`src/rtl/inst_fetch_if.sv`:
```
// Purpose: bundles the fetch front end's memory-side and decode-side signals.
//   master : the fetch unit (drives pc and the out_* head, reads inst/redirect/out_ready)
//   slave  : instruction memory, branch unit and decode as seen from the fetch unit
// Ports (all 32 bits unless noted):
//   pc, inst, redirect(1), redirect_pc, out_valid(1), out_ready(1), out_inst, out_pc,
//   pc_oob(1, present only when INST_FETCH_WRAP_EN is not defined)
interface inst_fetch_if;
  logic [31:0] pc;
  logic [31:0] inst;
  logic        redirect;
  logic [31:0] redirect_pc;
  logic        out_valid;
  logic        out_ready;
  logic [31:0] out_inst;
  logic [31:0] out_pc;
`ifdef INST_FETCH_WRAP_EN
  modport master (output pc, out_valid, out_inst, out_pc,
                  input  inst, redirect, redirect_pc, out_ready);
  modport slave  (input  pc, out_valid, out_inst, out_pc,
                  output inst, redirect, redirect_pc, out_ready);
`else
  logic        pc_oob;
  modport master (output pc, out_valid, out_inst, out_pc, pc_oob,
                  input  inst, redirect, redirect_pc, out_ready);
  modport slave  (input  pc, out_valid, out_inst, out_pc, pc_oob,
                  output inst, redirect, redirect_pc, out_ready);
`endif
endinterface

```
`src/rtl/inst_fetch.sv`:
```
// Purpose: instruction fetch front end. Issues word-index PCs to a memory with
//   one-cycle registered read, queues returned {inst, pc} pairs and hands them to
//   decode over valid/ready. A redirect flushes queued and in-flight fetches.
// Ports:
//   clk  : clock, rising edge
//   rst  : asynchronous active-high reset
//   bus  : inst_fetch_if.master (pc, inst, redirect, redirect_pc, out_valid,
//          out_ready, out_inst, out_pc, pc_oob)
// Configuration macro: INST_FETCH_WRAP_EN
//   defined   : pc and redirect targets wrap modulo MEM_DEPTH, no pc_oob
//   undefined : fetch stops when pc >= MEM_DEPTH and pc_oob is raised
module inst_fetch #(
  parameter int unsigned QDEPTH    = 4,
  parameter int unsigned MEM_DEPTH = 128,
  parameter int unsigned RESET_PC  = 0
) (
  input logic          clk,
  input logic          rst,
  inst_fetch_if.master bus
);

  localparam int unsigned PW = (QDEPTH > 1) ? $clog2(QDEPTH) : 1;
  localparam int unsigned CW = PW + 1;

  logic [31:0]   r_pc;
  logic          r_req_q;
  logic [31:0]   r_req_pc;
  logic [PW-1:0] r_rd_ptr;
  logic [PW-1:0] r_wr_ptr;
  logic [CW-1:0] r_count;
  logic [31:0]   r_q_inst [QDEPTH];
  logic [31:0]   r_q_pc   [QDEPTH];

  logic          w_in_range;
  logic          w_issue;
  logic          w_push;
  logic          w_pop;
  logic [CW:0]   w_credit;
  logic [31:0]   w_pc_inc;
  logic [31:0]   w_redirect_pc;

  // Queued entries plus the outstanding request must leave room for the return.
  assign w_credit = {1'b0, r_count} + (CW+1)'(r_req_q);

`ifdef INST_FETCH_WRAP_EN
  assign w_in_range    = 1'b1;
  assign w_pc_inc      = (r_pc >= 32'(MEM_DEPTH - 1)) ? 32'd0 : r_pc + 32'd1;
  assign w_redirect_pc = bus.redirect_pc % 32'(MEM_DEPTH);
`else
  assign w_in_range    = (r_pc < 32'(MEM_DEPTH));
  assign w_pc_inc      = r_pc + 32'd1;
  assign w_redirect_pc = bus.redirect_pc;
  assign bus.pc_oob    = ~w_in_range;
`endif

  assign w_issue = (w_credit < (CW+1)'(QDEPTH)) && !bus.redirect && w_in_range;
  assign w_push  = r_req_q && !bus.redirect;
  assign w_pop   = (r_count != '0) && bus.out_ready;

  // PC, request tracking and queue; redirect overrides issue, push and pop.
  always_ff @(posedge clk or posedge rst) begin
    if (rst) begin
      r_pc     <= 32'(RESET_PC);
      r_req_q  <= 1'b0;
      r_req_pc <= '0;
      r_rd_ptr <= '0;
      r_wr_ptr <= '0;
      r_count  <= '0;
      for (int unsigned i = 0; i < QDEPTH; i++) begin
        r_q_inst[i] <= '0;
        r_q_pc[i]   <= '0;
      end
    end else if (bus.redirect) begin
      r_pc     <= w_redirect_pc;
      r_req_q  <= 1'b0;
      r_rd_ptr <= '0;
      r_wr_ptr <= '0;
      r_count  <= '0;
    end else begin
      r_req_q <= w_issue;
      if (w_issue) begin
        r_req_pc <= r_pc;
        r_pc     <= w_pc_inc;
      end
      if (w_push) begin
        r_q_inst[r_wr_ptr] <= bus.inst;
        r_q_pc[r_wr_ptr]   <= r_req_pc;
        r_wr_ptr           <= r_wr_ptr + PW'(1);
      end
      if (w_pop) begin
        r_rd_ptr <= r_rd_ptr + PW'(1);
      end
      case ({w_push, w_pop})
        2'b10:   r_count <= r_count + CW'(1);
        2'b01:   r_count <= r_count - CW'(1);
        default: r_count <= r_count;
      endcase
    end
  end

  assign bus.pc        = r_pc;
  assign bus.out_valid = (r_count != '0);
  assign bus.out_inst  = r_q_inst[r_rd_ptr];
  assign bus.out_pc    = r_q_pc[r_rd_ptr];

endmodule
```
`src/flat_wrapper.sv`:
```
// flat-port wrapper written by rule: the top's interface ports become plain ports
module inst_fetch_flat 
#(
  parameter int unsigned QDEPTH    = 4,
  parameter int unsigned MEM_DEPTH = 128,
  parameter int unsigned RESET_PC  = 0
)
  (clk, rst, bus_pc, bus_out_valid, bus_out_inst, bus_out_pc, bus_pc_oob, bus_inst, bus_redirect, bus_redirect_pc, bus_out_ready);
  inst_fetch_if bus_i ();
  input logic clk;
  input logic rst;
  output wire logic [$bits(bus_i.pc)-1:0] bus_pc;
  output wire logic [$bits(bus_i.out_valid)-1:0] bus_out_valid;
  output wire logic [$bits(bus_i.out_inst)-1:0] bus_out_inst;
  output wire logic [$bits(bus_i.out_pc)-1:0] bus_out_pc;
  output wire logic [$bits(bus_i.pc_oob)-1:0] bus_pc_oob;
  input wire logic [$bits(bus_i.inst)-1:0] bus_inst;
  input wire logic [$bits(bus_i.redirect)-1:0] bus_redirect;
  input wire logic [$bits(bus_i.redirect_pc)-1:0] bus_redirect_pc;
  input wire logic [$bits(bus_i.out_ready)-1:0] bus_out_ready;
  assign bus_pc = bus_i.pc;
  assign bus_out_valid = bus_i.out_valid;
  assign bus_out_inst = bus_i.out_inst;
  assign bus_out_pc = bus_i.out_pc;
  assign bus_pc_oob = bus_i.pc_oob;
  assign bus_i.inst = bus_inst;
  assign bus_i.redirect = bus_redirect;
  assign bus_i.redirect_pc = bus_redirect_pc;
  assign bus_i.out_ready = bus_out_ready;
  inst_fetch #(.QDEPTH(QDEPTH), .MEM_DEPTH(MEM_DEPTH), .RESET_PC(RESET_PC)) u_core (.clk(clk), .rst(rst), .bus(bus_i));
endmodule
```
`config.mk`:
```
export PLATFORM = sky130hd
export DESIGN_NAME = inst_fetch_flat
export DESIGN_NICKNAME = d
export VERILOG_FILES = /design/src/rtl/inst_fetch_if.sv /design/src/rtl/inst_fetch.sv /design/src/flat_wrapper.sv
export SDC_FILE = /design/constraint.sdc
export NUM_CORES = 1
export LEC_CHECK = 0
export ABC_AREA = 1
export CORE_MARGIN = 2
export CORE_UTILIZATION = 40
export CTS_BUF_LIST = sky130_fd_sc_hd__clkbuf_4
export DETAILED_ROUTE_END_ITERATION = 16
export RECOVER_POWER = 50
export SYNTH_ARGS = -nofsm -noshare
export SYNTH_HDL_FRONTEND = slang
export SYNTH_SLANG_ARGS = --single-unit
```
`constraint.sdc`:
```
create_clock -name clk -period 10.6 [get_ports clk]
set_input_delay 2.12 -clock clk [delete_from_list [all_inputs] [get_ports clk]]
set_output_delay 2.12 -clock clk [all_outputs]
set_load 0.05 [all_outputs]
```
; ---- After elaboration in Yosys (flattened, before gate mapping)
; Index checks and enable logic that the tools add are counted.
[word_totals]
ff_bits = 328
inputBits = 68
n_memories = 0
latch_bits = 0
mem_bits_rw = 0
wordCells = 63
out_inout_bits = 98
rom_bits = 0
[classes]
div_mod_pow = 0
order_cmp = 5
n_mux = 19
n_reduce_logical = 13
add_sub_neg = 6
shifts = 0
n_eq_ne = 2
bitwise = 4
n_mul = 0
[op_table]
columns = cell, count
row1 = $bwmux 128, 2
row2 = $mux 32, 7
row3 = $bmux 32 s2, 2
row4 = $demux 32 s2, 1
row5 = $add 32x1->32 const B, 1
row6 = $lt 32x8->1 const B, 1
row7 = $mux 2, 4
row8 = $ge 3x3->1 const B, 2
row9 = $not 2->3, 2
row10 = $pmux 3 s2, 1
row11 = $reduce_bool 2->1, 3
row12 = $reduce_bool 3->1, 2
row13 = $logic_and 1x1->1, 5
row14 = $add 2x1->2 const B, 2
row15 = $add 3x1->4, 1
row16 = $lt 4x3->1 const B, 1
row17 = $reduce_and 2->1, 2
row18 = $add 3x1->3 const B, 1
row19 = $lt 3x1->1 const B, 1
row20 = $mux 3, 1
row21 = $sub 3x1->3 const B, 1
row22 = $eq 2x1->1 const B, 1
row23 = $eq 2x2->1 const B, 1
row24 = $not 1->1, 2
row25 = other kinds (2), 2

; ---- Longest topological paths before layout
[depth]
word_depth = 6
depth_mapped = 11
ltp_nobuf = 11

; ---- Worst setup path before layout
; Ideal clock, no wire load.
[synth_timing]
path_kind = register to output
startpoint = register u_core.r_rd_ptr[0]
endpoint = output port bus_out_inst[26]
path_buffers = 2
path_stages_with_launch = 6
t_arrival_ps = 1745
setup_slack_ps = 6735
path_cell_list = dfrtp_1 inv_1 buf_2 clkbuf_1 o21ai_0 o22ai_1
[synth_between]
elab_chain_cells = 4
[synth_rtl]
columns = element, line
row1 = from (decl), inst_fetch.sv:28  ; logic [PW-1:0] r_rd_ptr;
row2 = from (signal assigned), inst_fetch.sv:91  ; r_rd_ptr <= r_rd_ptr + PW'(1);
row3 = $not 2->3 (not written as such), inst_fetch.sv:103  ; assign bus.out_inst = r_q_inst[r_rd_ptr];
row4 = $bmux 32 s2, inst_fetch.sv:103
row5 = $mux 32 (not written as such) (2 in a row), inst_fetch.sv:103
row6 = to (decl), flat_wrapper.sv:14  ; output wire logic [$bits(bus_i.out_inst)-1:0] bus_out_inst;
; Every way passes these cells. The select of a mux whose other input is x is not followed.

; ---- Final worst setup path
[layout_timing]
startpoint = input port bus_redirect
endpoint = register u_core.r_q_pc[94] (netlist bit)
[layout_between]
elab_chain_cells = 3
elab_cells_between_ends = 4
cone_classes = bitwise (1) / reduce/logical (3)
[layout_rtl]
columns = element, line
row1 = from (decl), flat_wrapper.sv:18  ; input wire logic [$bits(bus_i.redirect)-1:0] bus_redirect;
row2 = $logic_not 1->1, inst_fetch.sv:57  ; assign w_push = r_req_q && !bus.redirect;
row3 = $logic_and 1x1->1, inst_fetch.sv:57
row4 = $reduce_and 2->1 (no source line) (*), --
row5 = "to (signal, indexed assignment)", inst_fetch.sv:87  ; r_q_pc[r_wr_ptr] <= r_req_pc;
row6 = to (decl), inst_fetch.sv:32  ; logic [31:0] r_q_pc [QDEPTH];
; Every way passes the cells marked *; elsewhere a longest branch is shown, timed or not.
; A chain may end at the register's enable or synchronous reset.

==> results.ini <==
[critical_path]
slowest_stage=clkbuf_1
crit_chain=dlygate4sd3_1 > clkbuf_1 > inv_1 > nand2_1 > clkinvlp_2 > nand2_1 > buf_4 > o21ai_0
cp_num_buf_inv=5
critPathCaptureType=flip-flop
critical_path_required_ns=11.14
max_stage_delay_ns=1.10
cp_max_fo=92
cp.arrival_ns=7.78
crit_top_cell=nand2_1
critPathTopFamily=buffers and inverters
critPathLaunchType=primary input
critical_path_class=primary input to flip-flop

[detailed_routing]
drt_iter0_drc=853
vias_per_cell=4.99
ant_nets=0
wl_per_cell_um=15.1
num_vias=11400
wl_um=34400
firstDrtPassIters=5
drc=0

[cts]
post_cts_buffers=0
ctsHtreeMaxLevel=3
ctsResizeCount=0
clock-root-buffer=clkbuf_4
postCtsHoldBufs=0
clk_latency_ns=0.71
path_clk_slew_ns=0.06
cts.sinks=328
cts_buffers=89
cts_buffer_depth=3
cts_tree=built

[place]
port_buffers=165
place_ws_ns=5.04
routabilityCongestion=0.757
detailed_place.area_um2=15800
hpwl_um=19100

[grt]
grt_pass1_wl_um=57100
track_usage_pct=19.4
grt_pass1_vias=11200
grt-ovfl-total=0
antenna_found_initial=2
grt_max_degree=170

[yosys]
synth.largest_area_cell=dfrtp_1
avgSynthCellArea_um2=8.71
ys_types=27
ys_ff_latch=328
netlist_area_um2=14000
netlist_top_cells_area=dfrtp_1, nand2_1, o21ai_1
synthesis.nets=1677
synth.yosys.warnings=0
syn-instance-count=1603
ys_seq_area_share_pct=58.8
synth_top_area_share_pct=58.8

[layout]
area_delta_synth_final_pct=20.8
post-route-util_pct=49.0
drive_gt1_share_pct=9.04
design_area_um2=16900
n_fill_cell=3319
fin_nets=1832

[run_status]
violations=capacitance limit, slew limit
status=complete, but fails checks

[sta]
worst_slew_pin_slew_ns=3.14
rsz0062_at_grt=false
setup_viol=0
fmax_mhz=138
skew_ns=0.0404
setup_ws_ns=3.36
slew_violations=178
tns_ns=0
holdWs_ns=0.480
timing.slew.headroom_pct=-109
period_share_pct=68.3
period_needed_ns=7.24
hold_viol=0

[die]
start_util_pct=40.5
fp-row-count=68
fp.coreArea_um2=34500
die_area_um2=36400
ios=166
chipHeight_um=191
fp.dieW_um=191

[pwr]
p_per_area_nw_per_um2=191
irDropWorstVdd_mv=0.0847
leakage_nw=8.15

[min_path]
hp-class=flip-flop to flip-flop

[run]
drv_cap=4

## registers in the layout, summed over array words and instances (netlist names)
name	count
u_core.bus.pc	32
u_core.r_count	3
u_core.r_q_inst	128
u_core.r_q_pc	128
u_core.r_rd_ptr	2
u_core.r_req_pc	32
u_core.r_req_q	1
u_core.r_wr_ptr	2
## tightest hold or removal path, stage by stage (launching register included)
cell     delay [ns]
dfrtp_1        0.34
nand2_1        0.05
o21ai_0        0.06
## placed cells by master (no fill, tap or decap), drive strengths merged, types with 3 or more instances in the layout
| master | instances |
|---|---|
| inv | 97 |
| nor2 | 169 |
| o21ai | 395 |
| buf | 10 |
| clkinvlp | 3 |
| clkinv | 11 |
| nand2 | 377 |
| o22ai | 64 |
| nand3 | 41 |
| a21oi | 3 |
| clkbuf | 144 |
| diode | 3 |
| dlygate4sd3 | 34 |
| xor2 | 5 |
| ha | 5 |
| clkdlybuf4s50 | 131 |
| dfrtp | 328 |
## final cells by class
class	count	area, µm²	area share (%)
inverters	96	364	2.16
flip-flops and latches	328	8210	48.7
repair buffers	177	1750	10.4
clock inverters	16	90.1	0.534
diodes	3	7.51	0.0445
clock buffers	142	1070	6.32
multi-input cells	1066	4810	28.5
well taps	455	569	3.37
## power by group
part,internal (W),switching [W]
sequential,0.00127,0.0000329
combinational,0.000240,0.000550
clock,0.000627,0.000509
total,0.00214,0.00109
## stage by stage
step,std cells,power [W]
4_1_cts,2280,0.00328
6_report,2283,0.00323
2_1_floorplan,1603,0.00185
3_5_place_dp,2122,0.00213
5_1_grt,2283,0.00340
3_3_place_gp,2122,0.00212
## layer usage
layer,share of wire (%),routed length (µm),global-route usage (%)
met5,0,0,0
met1,47,16000,26.3
met2,44,15200,29.5
met4,1.4,494,6.59
met3,7.6,2620,6.04
## final timing paths
kind / from / to / slack, ns / cells after the start
setup / recovery: bus_redirect / u_core.r_q_pc[94]$_DFFE_PP0P_ / 3.36 / 8
hold / removal: u_core.r_q_inst[54]$_DFFE_PP0P_ / u_core.r_q_inst[54]$_DFFE_PP0P_ / 0.48 / 2
setup reg to reg: u_core.bus.pc[10]$_DFFE_PP0P_ / u_core.r_req_pc[0]$_DFFE_PP0P_ / 7.33 / 9
hold reg to reg: u_core.r_q_inst[54]$_DFFE_PP0P_ / u_core.r_q_inst[54]$_DFFE_PP0P_ / 0.48 / 2
max in group asynchronous: rst / u_core.r_q_inst[56]$_DFFE_PP0P_ / 4.29 / 4
min in group asynchronous: rst / u_core.bus.pc[13]$_DFFE_PP0P_ / 2.29 / 2
## cells by family (layout without fill, tap and decap cells)
| logic type | count (synthesis) | after routing | share of synthesized area, % |
|---|---|---|---|
| XOR/XNOR | 6 | 6 | 0.376 |
| AO/OA/AOI/OAI | 463 | 463 | 17.2 |
| adder cells (fa/ha/maj) | 6 | 6 | 0.591 |
| AND/OR/NAND/NOR | 591 | 591 | 16.4 |
| other | 0 | 3 | 0 |
| buffers and inverters | 209 | 431 | 6.65 |
| flip-flops | 328 | 328 | 58.8 |
## synth_stat cells (all sizes together)
master / n
xnor2: 1
a21oi: 3
ha: 5
nand2: 377
nand3: 41
nor4: 1
dfrtp: 328
o22ai: 64
inv: 96
nor2: 169
nor3: 1
a22o: 1
nand4: 1
fa: 1
clkbuf: 35
and2: 1
xor2: 5
o21ai: 395
buf: 78
Power figures use the tool's default switching activity.
